### src/rtl/mem_port_arbiter_if.sv
// Bus bundle for mem_port_arbiter: fetch requester, data requester and memory port.
// The arbiter uses the master view; the requesters and memory together use the slave view.
interface mem_port_arbiter_if #(
  parameter int ADDR_W = 32,
  parameter int DATA_W = 32
);
  logic              if_req;
  logic [ADDR_W-1:0] if_addr;
  logic              if_ack;
  logic [DATA_W-1:0] if_rdata;

  logic              d_req;
  logic              d_we;
  logic [ADDR_W-1:0] d_addr;
  logic [DATA_W-1:0] d_wdata;
  logic [3:0]        d_be;
  logic              d_ack;
  logic [DATA_W-1:0] d_rdata;

  logic              mem_req;
  logic              mem_we;
  logic [ADDR_W-1:0] mem_addr;
  logic [DATA_W-1:0] mem_wdata;
  logic [3:0]        mem_be;
  logic [DATA_W-1:0] mem_rdata;
  logic              mem_ready;

  modport master (
    input  if_req, if_addr,
    input  d_req, d_we, d_addr, d_wdata, d_be,
    input  mem_rdata, mem_ready,
    output if_ack, if_rdata,
    output d_ack, d_rdata,
    output mem_req, mem_we, mem_addr, mem_wdata, mem_be
  );

  modport slave (
    output if_req, if_addr,
    output d_req, d_we, d_addr, d_wdata, d_be,
    output mem_rdata, mem_ready,
    input  if_ack, if_rdata,
    input  d_ack, d_rdata,
    input  mem_req, mem_we, mem_addr, mem_wdata, mem_be
  );
endinterface

### src/rtl/mem_port_arbiter.sv
// Shares one memory port between instruction fetch and data access, one transaction
// at a time, with ties going to whichever requester was not served last.
module mem_port_arbiter #(
  parameter int ADDR_W = 32,
  parameter int DATA_W = 32
) (
  input  logic               clk,
  input  logic               rst,
  mem_port_arbiter_if.master bus
);

  typedef enum logic [1:0] {
    IDLE = 2'd0,
    BUSY = 2'd1,
    ACK  = 2'd2
  } state_t;

  typedef enum logic {
    GNT_FETCH = 1'b0,
    GNT_DATA  = 1'b1
  } grant_t;

  state_t            state_q, state_d;
  grant_t            last_grant_q, last_grant_d;
  logic              mem_req_q, mem_req_d;
  logic              mem_we_q, mem_we_d;
  logic [ADDR_W-1:0] mem_addr_q, mem_addr_d;
  logic [DATA_W-1:0] mem_wdata_q, mem_wdata_d;
  logic [3:0]        mem_be_q, mem_be_d;
  logic              if_ack_q, if_ack_d;
  logic              d_ack_q, d_ack_d;
  logic [DATA_W-1:0] if_rdata_q, if_rdata_d;
  logic [DATA_W-1:0] d_rdata_q, d_rdata_d;

  logic take_any;
  logic take_data;

  // Data wins when it is alone, or on a tie when fetch was the previous winner.
  assign take_any  = bus.if_req | bus.d_req;
  assign take_data = bus.d_req & (~bus.if_req | (last_grant_q == GNT_FETCH));

  always_comb begin
    state_d      = state_q;
    last_grant_d = last_grant_q;
    mem_req_d    = mem_req_q;
    mem_we_d     = mem_we_q;
    mem_addr_d   = mem_addr_q;
    mem_wdata_d  = mem_wdata_q;
    mem_be_d     = mem_be_q;
    if_ack_d     = 1'b0;
    d_ack_d      = 1'b0;
    if_rdata_d   = if_rdata_q;
    d_rdata_d    = d_rdata_q;

    unique case (state_q)
      IDLE: begin
        if (take_any) begin
          state_d   = BUSY;
          mem_req_d = 1'b1;
          if (take_data) begin
            last_grant_d = GNT_DATA;
            mem_we_d     = bus.d_we;
            mem_addr_d   = bus.d_addr;
            mem_wdata_d  = bus.d_wdata;
            mem_be_d     = bus.d_be;
          end else begin
            last_grant_d = GNT_FETCH;
            mem_we_d     = 1'b0;
            mem_addr_d   = bus.if_addr;
            mem_wdata_d  = '0;
            mem_be_d     = 4'hF;
          end
        end
      end

      BUSY: begin
        // last_grant_q doubles as the current grant for the whole transaction.
        if (bus.mem_ready) begin
          state_d   = ACK;
          mem_req_d = 1'b0;
          if (last_grant_q == GNT_FETCH) begin
            if_ack_d   = 1'b1;
            if_rdata_d = bus.mem_rdata;
          end else begin
            d_ack_d = 1'b1;
            if (!mem_we_q) begin
              d_rdata_d = bus.mem_rdata;
            end
          end
        end
      end

      ACK: begin
        state_d = IDLE;
      end

      default: begin
        state_d   = IDLE;
        mem_req_d = 1'b0;
      end
    endcase
  end

  always_ff @(posedge clk) begin
    if (rst) begin
      state_q      <= IDLE;
      last_grant_q <= GNT_FETCH;
      mem_req_q    <= 1'b0;
      mem_we_q     <= 1'b0;
      mem_addr_q   <= '0;
      mem_wdata_q  <= '0;
      mem_be_q     <= 4'h0;
      if_ack_q     <= 1'b0;
      d_ack_q      <= 1'b0;
      if_rdata_q   <= '0;
      d_rdata_q    <= '0;
    end else begin
      state_q      <= state_d;
      last_grant_q <= last_grant_d;
      mem_req_q    <= mem_req_d;
      mem_we_q     <= mem_we_d;
      mem_addr_q   <= mem_addr_d;
      mem_wdata_q  <= mem_wdata_d;
      mem_be_q     <= mem_be_d;
      if_ack_q     <= if_ack_d;
      d_ack_q      <= d_ack_d;
      if_rdata_q   <= if_rdata_d;
      d_rdata_q    <= d_rdata_d;
    end
  end

  assign bus.if_ack    = if_ack_q;
  assign bus.if_rdata  = if_rdata_q;
  assign bus.d_ack     = d_ack_q;
  assign bus.d_rdata   = d_rdata_q;
  assign bus.mem_req   = mem_req_q;
  assign bus.mem_we    = mem_we_q;
  assign bus.mem_addr  = mem_addr_q;
  assign bus.mem_wdata = mem_wdata_q;
  assign bus.mem_be    = mem_be_q;

endmodule

### src/flat_wrapper.sv
// flat-port wrapper written by rule: the top's interface ports become plain ports
module mem_port_arbiter_flat 
#(
  parameter int ADDR_W = 32,
  parameter int DATA_W = 32
)
  (clk, rst, bus_if_req, bus_if_addr, bus_d_req, bus_d_we, bus_d_addr, bus_d_wdata, bus_d_be, bus_mem_rdata, bus_mem_ready, bus_if_ack, bus_if_rdata, bus_d_ack, bus_d_rdata, bus_mem_req, bus_mem_we, bus_mem_addr, bus_mem_wdata, bus_mem_be);
  mem_port_arbiter_if #(.ADDR_W(ADDR_W), .DATA_W(DATA_W)) bus_i ();
  input  logic clk;
  input  logic rst;
  input wire logic [$bits(bus_i.if_req)-1:0] bus_if_req;
  input wire logic [$bits(bus_i.if_addr)-1:0] bus_if_addr;
  input wire logic [$bits(bus_i.d_req)-1:0] bus_d_req;
  input wire logic [$bits(bus_i.d_we)-1:0] bus_d_we;
  input wire logic [$bits(bus_i.d_addr)-1:0] bus_d_addr;
  input wire logic [$bits(bus_i.d_wdata)-1:0] bus_d_wdata;
  input wire logic [$bits(bus_i.d_be)-1:0] bus_d_be;
  input wire logic [$bits(bus_i.mem_rdata)-1:0] bus_mem_rdata;
  input wire logic [$bits(bus_i.mem_ready)-1:0] bus_mem_ready;
  output wire logic [$bits(bus_i.if_ack)-1:0] bus_if_ack;
  output wire logic [$bits(bus_i.if_rdata)-1:0] bus_if_rdata;
  output wire logic [$bits(bus_i.d_ack)-1:0] bus_d_ack;
  output wire logic [$bits(bus_i.d_rdata)-1:0] bus_d_rdata;
  output wire logic [$bits(bus_i.mem_req)-1:0] bus_mem_req;
  output wire logic [$bits(bus_i.mem_we)-1:0] bus_mem_we;
  output wire logic [$bits(bus_i.mem_addr)-1:0] bus_mem_addr;
  output wire logic [$bits(bus_i.mem_wdata)-1:0] bus_mem_wdata;
  output wire logic [$bits(bus_i.mem_be)-1:0] bus_mem_be;
  assign bus_i.if_req = bus_if_req;
  assign bus_i.if_addr = bus_if_addr;
  assign bus_i.d_req = bus_d_req;
  assign bus_i.d_we = bus_d_we;
  assign bus_i.d_addr = bus_d_addr;
  assign bus_i.d_wdata = bus_d_wdata;
  assign bus_i.d_be = bus_d_be;
  assign bus_i.mem_rdata = bus_mem_rdata;
  assign bus_i.mem_ready = bus_mem_ready;
  assign bus_if_ack = bus_i.if_ack;
  assign bus_if_rdata = bus_i.if_rdata;
  assign bus_d_ack = bus_i.d_ack;
  assign bus_d_rdata = bus_i.d_rdata;
  assign bus_mem_req = bus_i.mem_req;
  assign bus_mem_we = bus_i.mem_we;
  assign bus_mem_addr = bus_i.mem_addr;
  assign bus_mem_wdata = bus_i.mem_wdata;
  assign bus_mem_be = bus_i.mem_be;
  mem_port_arbiter #(.ADDR_W(ADDR_W), .DATA_W(DATA_W)) u_core (.clk(clk), .rst(rst), .bus(bus_i));
endmodule
### config.mk
export PLATFORM = sky130hd
export DESIGN_NAME = mem_port_arbiter_flat
export DESIGN_NICKNAME = d
export VERILOG_FILES = /design/src/rtl/mem_port_arbiter_if.sv /design/src/rtl/mem_port_arbiter.sv /design/src/flat_wrapper.sv
export SDC_FILE = /design/constraint.sdc
export NUM_CORES = 1
export LEC_CHECK = 0
export ABC_AREA = 1
export BUFFER_PORTS_ARGS = -buffer_cell sky130_fd_sc_hd__buf_4
export CORE_UTILIZATION = 48
export CTS_CLUSTER_DIAMETER = 100
export CTS_CLUSTER_SIZE = 30
export DETAILED_ROUTE_END_ITERATION = 10
export PLACE_DENSITY = 0.82
export SLEW_MARGIN = 20
export SYNTH_ARGS = -nofsm -noshare
export SYNTH_HDL_FRONTEND = slang
export SYNTH_SLANG_ARGS = --single-unit
### constraint.sdc
create_clock -name clk -period 3.49 [get_ports clk]
set_input_delay 0.1745 -clock clk [delete_from_list [all_inputs] [get_ports clk]]
set_output_delay 0.1745 -clock clk [all_outputs]
set_load 0.02 [all_outputs]
Word-level counts from Yosys, hierarchy flattened
Cells that the tools add are included.

cells by class
  equal/unequal tests = 4
  mux-type cells = 13
  bitwise operators = 9
  reductions and logical operators = 7

operators with widths
  cell                                                                      number
  32-bit two-way mux                                                        2
  1-bit two-way mux                                                         6
  1-bit NOT                                                                 6
  3-bit AND reduction                                                       2
  2-bit two-way mux                                                         2
  4-bit two-way mux                                                         1
  2-bit case mux with 2 select lines                                        1
  2-bit AND reduction                                                       2
  4-bit AND reduction                                                       1
  1-bit case mux with 3 select lines                                        1
  3-bit OR reduction                                                        1
  2-bit by 1-bit equality test with 1-bit output (second input constant)    1
  2-bit equality test (second input constant)                               1
  2-bit zero test                                                           1
  2-bit by 1-bit inequality test with 1-bit output (second input constant)  1
  2-bit inequality test (second input constant)                             1
  1-bit bitwise OR                                                          2
  1-bit bitwise AND                                                         1

word-level totals
  register bits = 139
  input port bits = 138
  output and inout port bits = 136
  word-level logic and storage cells = 44

Longest topological paths before layout
  word-level depth = 4
  depth in mapped cells = 7

Worst setup path before layout
No wires, ideal clock.

  path type = reg-to-reg
  start = register u_core.mem_we_q (netlist: u_core.bus.mem_we)
  end = register u_core.d_rdata_q[0] (netlist: u_core.bus.d_rdata[0])
  setup time = 0.113 ns
  arrival time = 1.001 ns
  required time = 3.377 ns
  slack = 2.376 ns
  cell stages (with the launch flop) = 8
  path buffers = 1
  cells stage by stage = dfxtp_1 inv_1 nand2_1 nor2_4 buf_4 nand2_1 nand2_1 nor2_1

between the ends
  word-level cells in the longest chain between the ends = 2

RTL lines
  element                        line                     source
  start: declaration             mem_port_arbiter.sv:26   logic mem_we_q, mem_we_d;
  start signal: assignment       mem_port_arbiter.sv:121  mem_we_q <= mem_we_d;
  1-bit NOT (no line)            -
  4-bit AND reduction (no line)  -
  end signal: assignment         mem_port_arbiter.sv:128  d_rdata_q <= d_rdata_d;
  end: declaration               mem_port_arbiter.sv:33   logic [DATA_W-1:0] d_rdata_q, d_rdata_d;

No other way between the ends.
A chain may end at the register's enable or synchronous reset.

Final worst setup path
  start = register u_core.state_q[0]
  end = register u_core.if_rdata_q[16] (netlist: u_core.bus.if_rdata[16])

between the ends
  word-level cells in the longest chain between the ends = 2

RTL lines
  element                                         line                     source
  start: declaration                              mem_port_arbiter.sv:23   state_t state_q, state_d;
  start signal: assignment                        mem_port_arbiter.sv:118  state_q <= state_d;
  2-bit by 1-bit equality test with 1-bit output  mem_port_arbiter.sv:55   unique case (state_q)
  3-bit AND reduction (no line)                   -
  end signal: assignment                          mem_port_arbiter.sv:127  if_rdata_q <= if_rdata_d;
  end: declaration                                mem_port_arbiter.sv:32   logic [DATA_W-1:0] if_rdata_q, if_rdata_d;

No other way between the ends.

==> results.cfg <==
[pwr]
power_frac_clock_pct = 43.8
power_frac_comb_pct = 18.5
internal_power_w = 0.003432
swShare_pct = 26.33
power.switching_w = 0.001227
p_per_area_nw_per_um2 = 529.6
peakVddDrop_uv = 350.8
p_leak_nw = 4.667
pwr-share-seq_pct = 37.7

[synthesis]
yosysSeqAreaShare_pct = 46.29
syn_nets = 1079
synth_largest_area_cell = dfxtp_1
synth_cell_types = 18
ys_warn_count = 0
syn_inst = 941
syn_area_um2 = 6011
synth-seq-cells = 139
yosysTopAreaCellShare_pct = 46.29
avgSynthCellArea_um2 = 6.388
synth_area_leaders = dfxtp_1 (46%), nor2_1 (17%), nand2_1 (16%), inv_1 (8.2%), o21ai_0 (3.1%)

[setup_path]
crit_arrival_ps = 2180
setup.worst_path.start_class = register
crit_type = register to register
worstPathMaxFanout = 34
cp-end-kind = register
critPathRequiredTime_ps = 3840

[clocking]
clock_latency_ps = 420
cts.sinks = 139
htree_levels = 4
cts_resized = 0
hold_buffers = 4
cts_buffer_depth = 2
post_cts_buffers = 0
cts_root_buf = clkbuf_16
cts.clk_slew.worst_paths_ps = 60
cts_buffers = 17
cts_tree = yes

[flow_run]
max_cap_violations = 0

[placement]
dp_slack_ps = 1652
io_buffers = 273
dpl.hpwl_um = 11720
gp_congestion = 0.8238

[detailed_routing]
vias = 6198
ant_nets = 0
first_iter_violations = 395
wl_per_cell_um = 12.34
drc = 0
vias_per_cell = 4.511
wirelength_um = 16950
firstDrtPassIters = 5

[final_layout]
area_growth_pct = 46.38
antenna_cells = 0
drive_gt1_share_pct = 26.87
nets = 1331

[sta]
fin_crit_ps = 1826
setup_ws_ps = 1664
hold_viol = 0
max_freq_mhz = 547.5
rsz0062_at_grt = no
worst_pin_slew_ps = 964.4
max_slew_margin_pct = 35.71
drv_slew = 0
setup_tns_ps = 0
finalCritPeriodShare_pct = 52.33
setup_viol = 0
finalClockSkew_ps = 5.228

[global_route]
grt_pass1_vias = 5837
grt_start_max_net_pins = 99
overflow = 0
antenna_found_initial = 0
grtUsageTotal_pct = 26.61
grt_pass1_wl_um = 26990

[floorplan]
io_pins = 274
coreArea_um2 = 12110
design.die.area_um2 = 12970
rows = 40
die_y_um = 113.9
die_x_um = 113.9
start_util_pct = 49.63

[hold_path]
hold_path_class = input port to register

[run_status]
status = complete, no violations
==> per-layer routing <==
layer / vias up / part of all wire, % / track usage, %
met5: - / 0 / 0
met2: 221 / 49 / 47.76
met3: 32 / 8.9 / 9.777
met4: 0 / 2.8 / 11.08
met1: 2701 / 40 / 28.08
li1: 3244 / - / -
==> metrics by stage <==
step                util [%]  area, um^2  instances  hold slack (ps)  power [W]
floorplan                  -        6011        941            309.4   0.002277
global placement       66.54        8059       1337            400.5   0.002630
detailed placement     66.77        8087       1338            404.7   0.002645
CTS                    72.64        8798       1374            7.432   0.004691
global route           72.64        8798       1374            31.73   0.004862
finish                 72.64        8798       1374            22.09   0.004659
==> cell type report <==
class                           count  area [um^2]
Tap cell                          168        210.2
Inverter                          136        510.5
Sequential cell                   139         2783
Multi-Input combinational cell    616         2456
Clock buffer                       19        452.9
Clock inverter                     13        219.0
Timing Repair Buffer              283         2167
Fill cell                        1050         3313
==> path summary, 6_finish.rpt <==
check	start	to	slack (ps)	depth (start not counted)
setup / recovery	u_core.state_q[0]$_SDFFE_PP0P_	u_core.bus.if_rdata[16]$_SDFFE_PP0P_	1660	6
hold / removal	bus_mem_rdata[29]	u_core.bus.if_rdata[29]$_SDFFE_PP0P_	20	3
setup reg to reg	u_core.state_q[0]$_SDFFE_PP0P_	u_core.bus.if_rdata[16]$_SDFFE_PP0P_	1660	6
hold reg to reg	u_core.bus.mem_req$_SDFFE_PP0P_	u_core.bus.mem_req$_SDFFE_PP0P_	460	2
==> cells by family after synthesis <==
| group | count (synthesis) | synth area share [%] |
|---|---|---|
| DFF | 139 | 46.29 |
| buffers and inverters | 186 | 13.05 |
| AOI/OAI and AO/OA | 74 | 6.224 |
| and+or+nand+nor | 542 | 34.43 |
==> synthesized netlist by cell type <==
cell	n
nand2_2	3
nor2_4	2
nand3_2	1
nor2_1	270
clkbuf_1	13
dfxtp_1	139
nand2_1	264
buf_6	1
a21oi_1	36
buf_1	3
nor2_2	1
o21ai_2	1
o21ai_0	37
nor3b_1	1
buf_2	18
inv_2	5
inv_1	131
buf_4	15
==> worst max-delay path, cell delays in order (launching register included) <==
cell and delay [ps]:
dfxtp_1 400, inv_2 60, nor2_2 110, nand2_2 350
inv_2 590, nor2_1 110, nor2_1 130
==> power by group through the flow <==
stage / combinational (W) / sequential, W / clock [W]
5_1_grt: 0.000957 / 0.00177 / 0.00214
4_1_cts: 0.000866 / 0.00176 / 0.00207
3_3_place_gp: 0.000846 / 0.00178 / 0
2_1_floorplan: 0.000364 / 0.00191 / 0
3_5_place_dp: 0.000856 / 0.00179 / 0
6_report: 0.000860 / 0.00176 / 0.00204
==> registers in the layout, summed over array words and instances (netlist names) <==
signal / cells
u_core.bus.d_rdata: 32
u_core.bus.if_rdata: 32
u_core.bus.mem_addr: 32
u_core.bus.mem_wdata: 32
u_core.bus.mem_be: 4
u_core.state_q: 2
u_core.bus.d_ack: 1
u_core.bus.if_ack: 1
u_core.bus.mem_req: 1
u_core.bus.mem_we: 1
u_core.last_grant_q: 1
==> cells in the final DEF, fill, tap and decap left out, types with 2 or more instances in the layout <==
cell type,instances
bufinv_16,6
clkinv_2,6
dfxtp_1,139
inv_1,131
nor2_1,270
nor2_4,2
clkbuf_8,2
dlygate4sd3_1,4
o21ai_0,37
buf_4,277
a21oi_1,36
inv_2,5
nand2_2,2
nand2_1,264
clkbuf_16,17
(Power assumes the default switching activity.)
